[src/rtl/line_gen_stream.sv]
// Streaming 8-octant Bresenham line generator with ready/valid pixel output.
// Optional clip window enabled by defining LINE_GEN_CLIP_EN.
module line_gen_stream #(
  parameter int CW   = 12,
  parameter int CNTW = 13
) (
  input  logic                 clk,
  input  logic                 reset,
  input  logic                 start,
  output logic                 start_rdy,
  input  logic                 abort,
  input  logic signed [CW-1:0] aX,
  input  logic signed [CW-1:0] aY,
  input  logic signed [CW-1:0] bX,
  input  logic signed [CW-1:0] bY,
`ifdef LINE_GEN_CLIP_EN
  input  logic signed [CW-1:0] clip_x0,
  input  logic signed [CW-1:0] clip_y0,
  input  logic signed [CW-1:0] clip_x1,
  input  logic signed [CW-1:0] clip_y1,
`endif
  output logic                 pix_valid,
  input  logic                 pix_ready,
  output logic signed [CW-1:0] pix_x,
  output logic signed [CW-1:0] pix_y,
  output logic                 pix_last,
  output logic                 busy,
  output logic                 line_done,
  output logic [CNTW-1:0]      pix_count
);

  localparam int EW = CW + 2;

  localparam logic [1:0] S_IDLE  = 2'd0;
  localparam logic [1:0] S_SETUP = 2'd1;
  localparam logic [1:0] S_DRAW  = 2'd2;
  localparam logic [1:0] S_DONE  = 2'd3;

  logic [1:0]           state;
  logic signed [CW-1:0] ax_q, ay_q, bx_q, by_q;
  logic signed [CW-1:0] x_q, y_q, sx_q, sy_q;
  logic signed [EW-1:0] dx_q, dy_q, err_q;
  logic [CNTW-1:0]      cnt_q;

  logic signed [EW-1:0] ddx, ddy, adx, ady;
  logic signed [EW:0]   e2, dx_w, dy_w;
  logic signed [EW-1:0] err_n;
  logic signed [CW-1:0] x_n, y_n;
  logic                 at_end, vis, in_draw, hs, adv;

  assign ddx = EW'(bx_q) - EW'(ax_q);
  assign ddy = EW'(by_q) - EW'(ay_q);
  assign adx = ddx[EW-1] ? -ddx : ddx;
  assign ady = ddy[EW-1] ? -ddy : ddy;

  assign e2   = $signed({err_q, 1'b0});
  assign dx_w = (EW+1)'(dx_q);
  assign dy_w = (EW+1)'(dy_q);

  always_comb begin
    err_n = err_q;
    x_n   = x_q;
    y_n   = y_q;
    if (e2 >= dy_w) begin
      err_n = err_n + dy_q;
      x_n   = x_q + sx_q;
    end
    if (e2 <= dx_w) begin
      err_n = err_n + dx_q;
      y_n   = y_q + sy_q;
    end
  end

`ifdef LINE_GEN_CLIP_EN
  logic signed [CW-1:0] cx0_q, cy0_q, cx1_q, cy1_q;

  assign vis = (x_q >= cx0_q) && (x_q <= cx1_q) &&
               (y_q >= cy0_q) && (y_q <= cy1_q);
`else
  assign vis = 1'b1;
`endif

  assign at_end  = (x_q == bx_q) && (y_q == by_q);
  assign in_draw = (state == S_DRAW);
  assign hs      = pix_valid && pix_ready;
  // hidden points advance on their own, one per cycle
  assign adv     = in_draw && (hs || !vis);

  assign start_rdy = (state == S_IDLE);
  assign busy      = (state == S_SETUP) || in_draw;
  assign line_done = (state == S_DONE);
  assign pix_valid = in_draw && vis;
  assign pix_last  = pix_valid && at_end;
  assign pix_x     = x_q;
  assign pix_y     = y_q;
  assign pix_count = cnt_q;

  always_ff @(posedge clk) begin
    if (reset) begin
      state <= S_IDLE;
      ax_q  <= '0;
      ay_q  <= '0;
      bx_q  <= '0;
      by_q  <= '0;
      x_q   <= '0;
      y_q   <= '0;
      sx_q  <= '0;
      sy_q  <= '0;
      dx_q  <= '0;
      dy_q  <= '0;
      err_q <= '0;
      cnt_q <= '0;
`ifdef LINE_GEN_CLIP_EN
      cx0_q <= '0;
      cy0_q <= '0;
      cx1_q <= '0;
      cy1_q <= '0;
`endif
    end else begin
      unique case (state)
        S_IDLE: begin
          if (start) begin
            ax_q  <= aX;
            ay_q  <= aY;
            bx_q  <= bX;
            by_q  <= bY;
            cnt_q <= '0;
`ifdef LINE_GEN_CLIP_EN
            cx0_q <= clip_x0;
            cy0_q <= clip_y0;
            cx1_q <= clip_x1;
            cy1_q <= clip_y1;
`endif
            state <= S_SETUP;
          end
        end
        S_SETUP: begin
          if (abort) begin
            state <= S_IDLE;
          end else begin
            dx_q  <= adx;
            dy_q  <= -ady;
            err_q <= adx - ady;
            sx_q  <= (ddx == '0) ? '0 : (ddx[EW-1] ? '1 : CW'(1));
            sy_q  <= (ddy == '0) ? '0 : (ddy[EW-1] ? '1 : CW'(1));
            x_q   <= ax_q;
            y_q   <= ay_q;
            state <= S_DRAW;
          end
        end
        S_DRAW: begin
          if (hs) cnt_q <= cnt_q + CNTW'(1);
          if (abort) begin
            state <= S_IDLE;
          end else if (adv) begin
            if (at_end) begin
              state <= S_DONE;
            end else begin
              x_q   <= x_n;
              y_q   <= y_n;
              err_q <= err_n;
            end
          end
        end
        S_DONE: begin
          state <= S_IDLE;
        end
        default: state <= S_IDLE;
      endcase
    end
  end

endmodule

[config.mk]
export PLATFORM = sky130hd
export DESIGN_NAME = line_gen_stream
export DESIGN_NICKNAME = d
export VERILOG_FILES = /design/src/rtl/line_gen_stream.sv
export SDC_FILE = /design/constraint.sdc
export NUM_CORES = 1
export LEC_CHECK = 0
export ABC_AREA = 1
export BUFFER_PORTS_ARGS = -buffer_cell sky130_fd_sc_hd__buf_4
export CAP_MARGIN = 25
export CORE_MARGIN = 2
export CORE_UTILIZATION = 44
export DETAILED_ROUTE_END_ITERATION = 12
export HOLD_SLACK_MARGIN = 0.08
export PLACE_DENSITY = 0.64
export SKIP_LAST_GASP = 1
export SLEW_MARGIN = 5
export SYNTH_ARGS = -nofsm -noshare
export SYNTH_HDL_FRONTEND = slang
export SYNTH_SLANG_ARGS = --single-unit
[constraint.sdc]
create_clock -name clk -period 5.4 [get_ports clk]
set_input_delay 0.81 -clock clk [delete_from_list [all_inputs] [get_ports clk]]
set_output_delay 0.81 -clock clk [all_outputs]
set_load 0.01 [all_outputs]
Yosys cells after proc, flatten, opt, wreduce, memory -nomap -nowiden
Index checks and enable logic that the tools add are counted.

storage, ports and cells
  bits in registers = 153
  input bits = 53
  output and inout bits = 42
  logic and storage cells = 93

cells by class
  muxes and demuxes = 34
  $add $sub $neg = 11
  bitwise operators = 1
  equal/unequal tests = 15
  $lt $le $gt $ge = 2
  reductions and logical operators = 17

operators by type and width
  cell                   number
  $mux 12                14
  $mux 14                8
  $pmux 12 s2            2
  $add 14x14->14         2
  $logic_not 14->1       2
  $neg 13->14            2
  $pmux 14 s2            1
  $mux 13                2
  $pmux 13 s2            1
  $sub 12x12->13         2
  $add 12x12->12         2
  $eq 12x12->1           2
  $ge 15x14->1           1
  $le 15x14->1           1
  $neg 14->14            1
  $sub 14x14->14         1
  $add 13x1->13 const B  1
  $reduce_and 6->1       2
  $mux 2                 5
  $ne 2x1->1 const B     4
  $ne 2x2->1 const B     4
  $pmux 2 s4             1
  $ne 3x2->1 const B     2
  $reduce_and 3->1       2
  other kinds (9)        15

Longest topological paths before layout
  depth in word-level cells = 8
  depth in mapped cells = 33
  gate-level depth less buffers = 32

Least setup slack after synthesis
Ideal clock, no wire load.

  path kind = flip-flop to flip-flop
  start = register dy_q[2]
  end = register err_q[12]
  library setup time = 0.122 ns
  arrival time = 3.665 ns
  period minus slack after synthesis = 3.787 ns
  path buffers = 1
  setup slack = 1.613 ns
  stages on the path, launching flop included = 26
  data required time = 5.278 ns
  cells stage by stage = dfxtp_1 > inv_1 > ha_1 > a21oi_1 > o21ai_1 > nand4_1 > o211ai_1 > nand3_1 > nand2_1 > or2_1 > nand2_1 > clkbuf_1 > nand2_1 > nand2_1 > ha_1 > inv_1 > fa_1 > o21ai_0 > a21oi_1 > o21ai_0 > nand2_1 > nand2_1 > a21oi_1 > xnor2_1 > a211oi_1 > a21oi_1

on the way
  cells in the longest elaborated chain, start to end = 8
  elaborated cells between the ends (all ways) = 9
  those cells by class = add/sub: 2; order compare: 1; mux: 6

ends and longest elaborated chain
  what                                                   RTL line  source
  start: declaration                                     42        logic signed [EW-1:0] dx_q, dy_q, err_q;
  start signal: assignment                               142       dy_q <= -ady;
  $add 14x14->14 / $ge 15x14->1 (equally long branches)  65, 64
  $mux 14 *                                              64        if (e2 >= dy_w) begin
  $add 14x14->14                                         69        err_n = err_n + dx_q;
  $mux 14 *                                              68        if (e2 <= dx_w) begin
  $mux 14 *                                              156       if (at_end) begin
  $mux 14 *                                              155       end else if (adv) begin
  $mux 14 *                                              153       if (abort) begin
  $pmux 14 s2 *                                          120       unique case (state)
  end signal: assignment                                 143       err_q <= adx - ady;
  end signal: assignment                                 161       err_q <= err_n;
  end: declaration                                       42

Mark *: on every way between the ends. The rest lies on a longest branch, timed or not. The select of a mux whose other input is x is not followed.
A chain may end at the register's enable or synchronous reset.

Worst setup path in the final report
  start = register dy_q[1]
  end = register err_q[12]

Same word-level chain as after synthesis.

==> flow_metrics.env <==
export IMPL_io_buffers=94
export IMPL_synth_edff_count=0
export IMPL_final_common_cell="nand2_1"
export IMPL_hold_class="reg -> reg"
export IMPL_final_core_util_pct=51.1
export IMPL_critPathRequiredTime_ns=5.72
export IMPL_status="completed"
export IMPL_post_dp_hpwl_um=25100
export IMPL_viasPerCell=5.26
export IMPL_routed_wl_um=33000
export IMPL_drv_cap=0
export IMPL_tightest_slew_ns=0.970
export IMPL_rsz0062_at_grt="no"
export IMPL_syn2layout_area_growth_pct=13.9
export IMPL_htree_levels=4
export IMPL_post_cts_buffers=0
export IMPL_synth_area_um2=11300
export IMPL_grt_busiest_layer="met2"
export IMPL_finalHoldViolations=0
export IMPL_use_met3_pct=3.86
export IMPL_start_util_pct=44.8
export IMPL_postLayoutCellArea_um2=12900
export IMPL_setup_viol=0
export IMPL_power_density_nw_per_um2=690
export IMPL_placed_area_um2=12300
export IMPL_route_antenna_remaining_nets=0
export IMPL_synthSimpleGateAreaFrac_pct=24.1
export IMPL_hold_buffers=0
export IMPL_grt_pass1_wl_um=53600
export IMPL_met1_usage_pct=34.0
export IMPL_finalSetupTns_ns=0
export IMPL_cp_end_kind="flop"
export IMPL_drt_iter0_markers=748
export IMPL_antenna_found_initial=0
export IMPL_critPathKind="reg -> reg"
export IMPL_die_x_um=164
export IMPL_post_route_period_util_pct=83.0
export IMPL_dieArea_um2=27000
export IMPL_cts_resized=0
export IMPL_ys_ff_latch=133
export IMPL_drc=0
export IMPL_clk_pin_slew_ns=0.06
export IMPL_synth_adder_area_share_pct=14.4
export IMPL_fillers=2503
export IMPL_wl_per_cell_um=15.6
export IMPL_yosysTopAreaCellShare_pct=23.6
export IMPL_postSynthCellCount=1697
export IMPL_cts_tree="done"
export IMPL_syn_num_nets=1876
export IMPL_finClkSkew_ns=0.0191
export IMPL_synth_area_per_cell_um2=6.65
export IMPL_maxSlewHeadroom_pct=35.2
export IMPL_drive_gt1_share_pct=11.6
export IMPL_grt_pass1_vias=10600
export IMPL_yosysSeqAreaShare_pct=23.6
export IMPL_synthMuxAreaShare_pct=0
export IMPL_pin_count=95
export IMPL_numCtsBuffers=17
export IMPL_grtUsageMet2_pct=41.7
export IMPL_synth_xor_area_share_pct=6.34
export IMPL_design_final_nets=1950
export IMPL_clock_sinks=133
export IMPL_startpoint="dy_q[1]$_SDFFE_PP0P_"
export IMPL_peakVddDrop_mv=0.391
export IMPL_fmax_mhz=223
export IMPL_fin_crit_ns=4.48
export IMPL_fp_dieH_um=164
export IMPL_cts_root_buf="clkbuf_16"
export IMPL_vias=11100
export IMPL_place_gp_congestion=0.891
export IMPL_slew_viol_final=0
export IMPL_synth_ff_type="dfxtp_1"
export IMPL_worstPathArrival_ns=4.80
export IMPL_num_rows=58
export IMPL_timing_rr_start="dy_q[1]$_SDFFE_PP0P_"
export IMPL_synthArstFlopShare_pct=0
export IMPL_yosysTopAreaCell="dfxtp_1"
export IMPL_cts_buffer_depth=2
export IMPL_clock_latency_ns=0.44
export IMPL_synth_compound_area_share_pct=21.6
export IMPL_most_common_layout_cells="nand2_1 (302), inv_1 (231), a21oi_1 (197)"
export IMPL_grt_overflow=0
export IMPL_start_kind="flop"
export IMPL_synthTopCellsByArea="dfxtp_1 (24%), ha_1 (13%), nand2_1 (10%)"
export IMPL_insertedDiodeCount=0
export IMPL_synth_top_family_by_area="simple AND/OR/NAND/NOR gates"
export IMPL_worstHoldStart="pix_count[12]$_SDFFE_PP0P_"
export IMPL_grt_max_degree=76
export IMPL_total_leakage_power_nw=6.18
export IMPL_yosys_warnings=0
export IMPL_ys_types=56
export IMPL_core_area_um2=25200
export IMPL_critPathMaxFanout=13
export IMPL_drt_first_pass_iters=5
export IMPL_grt_use_total_pct=25.1
-- per-stage QoR --
stage / total power, mW / hold slack [ns] / instances / setup WS, ns
detailed placement: 7.56 / 0.463 / 2082 / 0.972
finish: 8.87 / 0.471 / 2113 / 0.917
global placement: 7.49 / 0.456 / 2082 / 1.11
global route: 9.73 / 0.510 / 2113 / 0.404
floorplan: 6.04 / 0.450 / 1697 / 1.61
CTS: 8.80 / 0.476 / 2113 / 0.950
-- logic make-up (layout without fill, tap and decap cells) --
group                    Yosys count  count (layout)
AO/OA/AOI/OAI                    456             456
XOR/XNOR                          74              74
adder cells (fa/ha/maj)          126             126
buffers and inverters            290             376
flip-flops                       133             133
AND/OR/NAND/NOR                  618             618
-- power by group --
part,total [mW],internal (mW),switching [mW]
logic,6.21,2.19,4.01
clock network,1.20,0.683,0.512
registers,1.47,1.20,0.270
-- cell usage after synthesis, types with 7 or more instances --
master	n
nand2_1	303
inv_1	233
a21oi_1	197
o21ai_0	193
nor2_1	140
dfxtp_1	133
ha_1	119
nand3_1	82
xor2_1	40
clkbuf_1	39
xnor2_1	28
nand4_1	17
a31oi_1	16
nor3_1	16
nand2_2	13
or2_2	12
a211oi_1	11
inv_2	8
o211ai_1	8
fa_1	7
-- sequential cells by signal (all words and copies together) (netlist names) --
signal     cells
by_q          12
state          2
pix_x         12
ax_q          12
pix_y         12
dx_q          14
dy_q          14
sx_q           2
ay_q          12
pix_count     13
err_q         14
bx_q          12
sy_q           2
-- layer usage --
| layer | vias to the layer above | part of all wire [%] |
|---|---|---|
| met4 | 0 | 1.2 |
| met5 | - | 0 |
| li1 | 5793 | - |
| met2 | 244 | 46 |
| met3 | 29 | 5.1 |
| met1 | 5052 | 48 |
-- worst max-delay path, stage by stage, from the launching register on --
cell and delay (ns):
dfxtp_1 0.39, inv_1 0.09, ha_1 0.28, nand2_1 0.05, o21ai_1 0.14, nand4_1 0.10, o211ai_1 0.13, nand3_1 0.10
nand2_1 0.08, or2_1 0.09, nand2_1 0.16, inv_1 0.36, nand2_1 0.09, nand2_1 0.09, ha_1 0.16, inv_1 0.05
fa_1 0.39, o21ai_0 0.42, a21oi_1 0.22, o21ai_0 0.30, nand2_1 0.11, nand2_1 0.07, a21oi_1 0.07, xnor2_1 0.13
a211oi_1 0.21, a21oi_1 0.09
-- area by class of cell --
type	instances	area, µm²	share of cell area [%]
Clock buffer	17	425	3.31
Clock inverter	14	153	1.19
Inverter	242	911	7.09
Multi-Input combinational cell	1274	7520	58.5
Sequential cell	133	2660	20.7
Tap cell	330	413	3.21
Timing Repair Buffer	103	773	6.01
-- worst paths after layout --
check / to / slack [ns] / depth (start not counted)
worst max-delay path: err_q[12]$_SDFFE_PP0P_ / 0.92 / 25
worst min-delay path: pix_count[12]$_SDFFE_PP0P_ / 0.47 / 2
worst max register to register: err_q[12]$_SDFFE_PP0P_ / 0.92 / 25
worst min register to register: pix_count[12]$_SDFFE_PP0P_ / 0.47 / 2
Power figures use the tool's default switching activity.
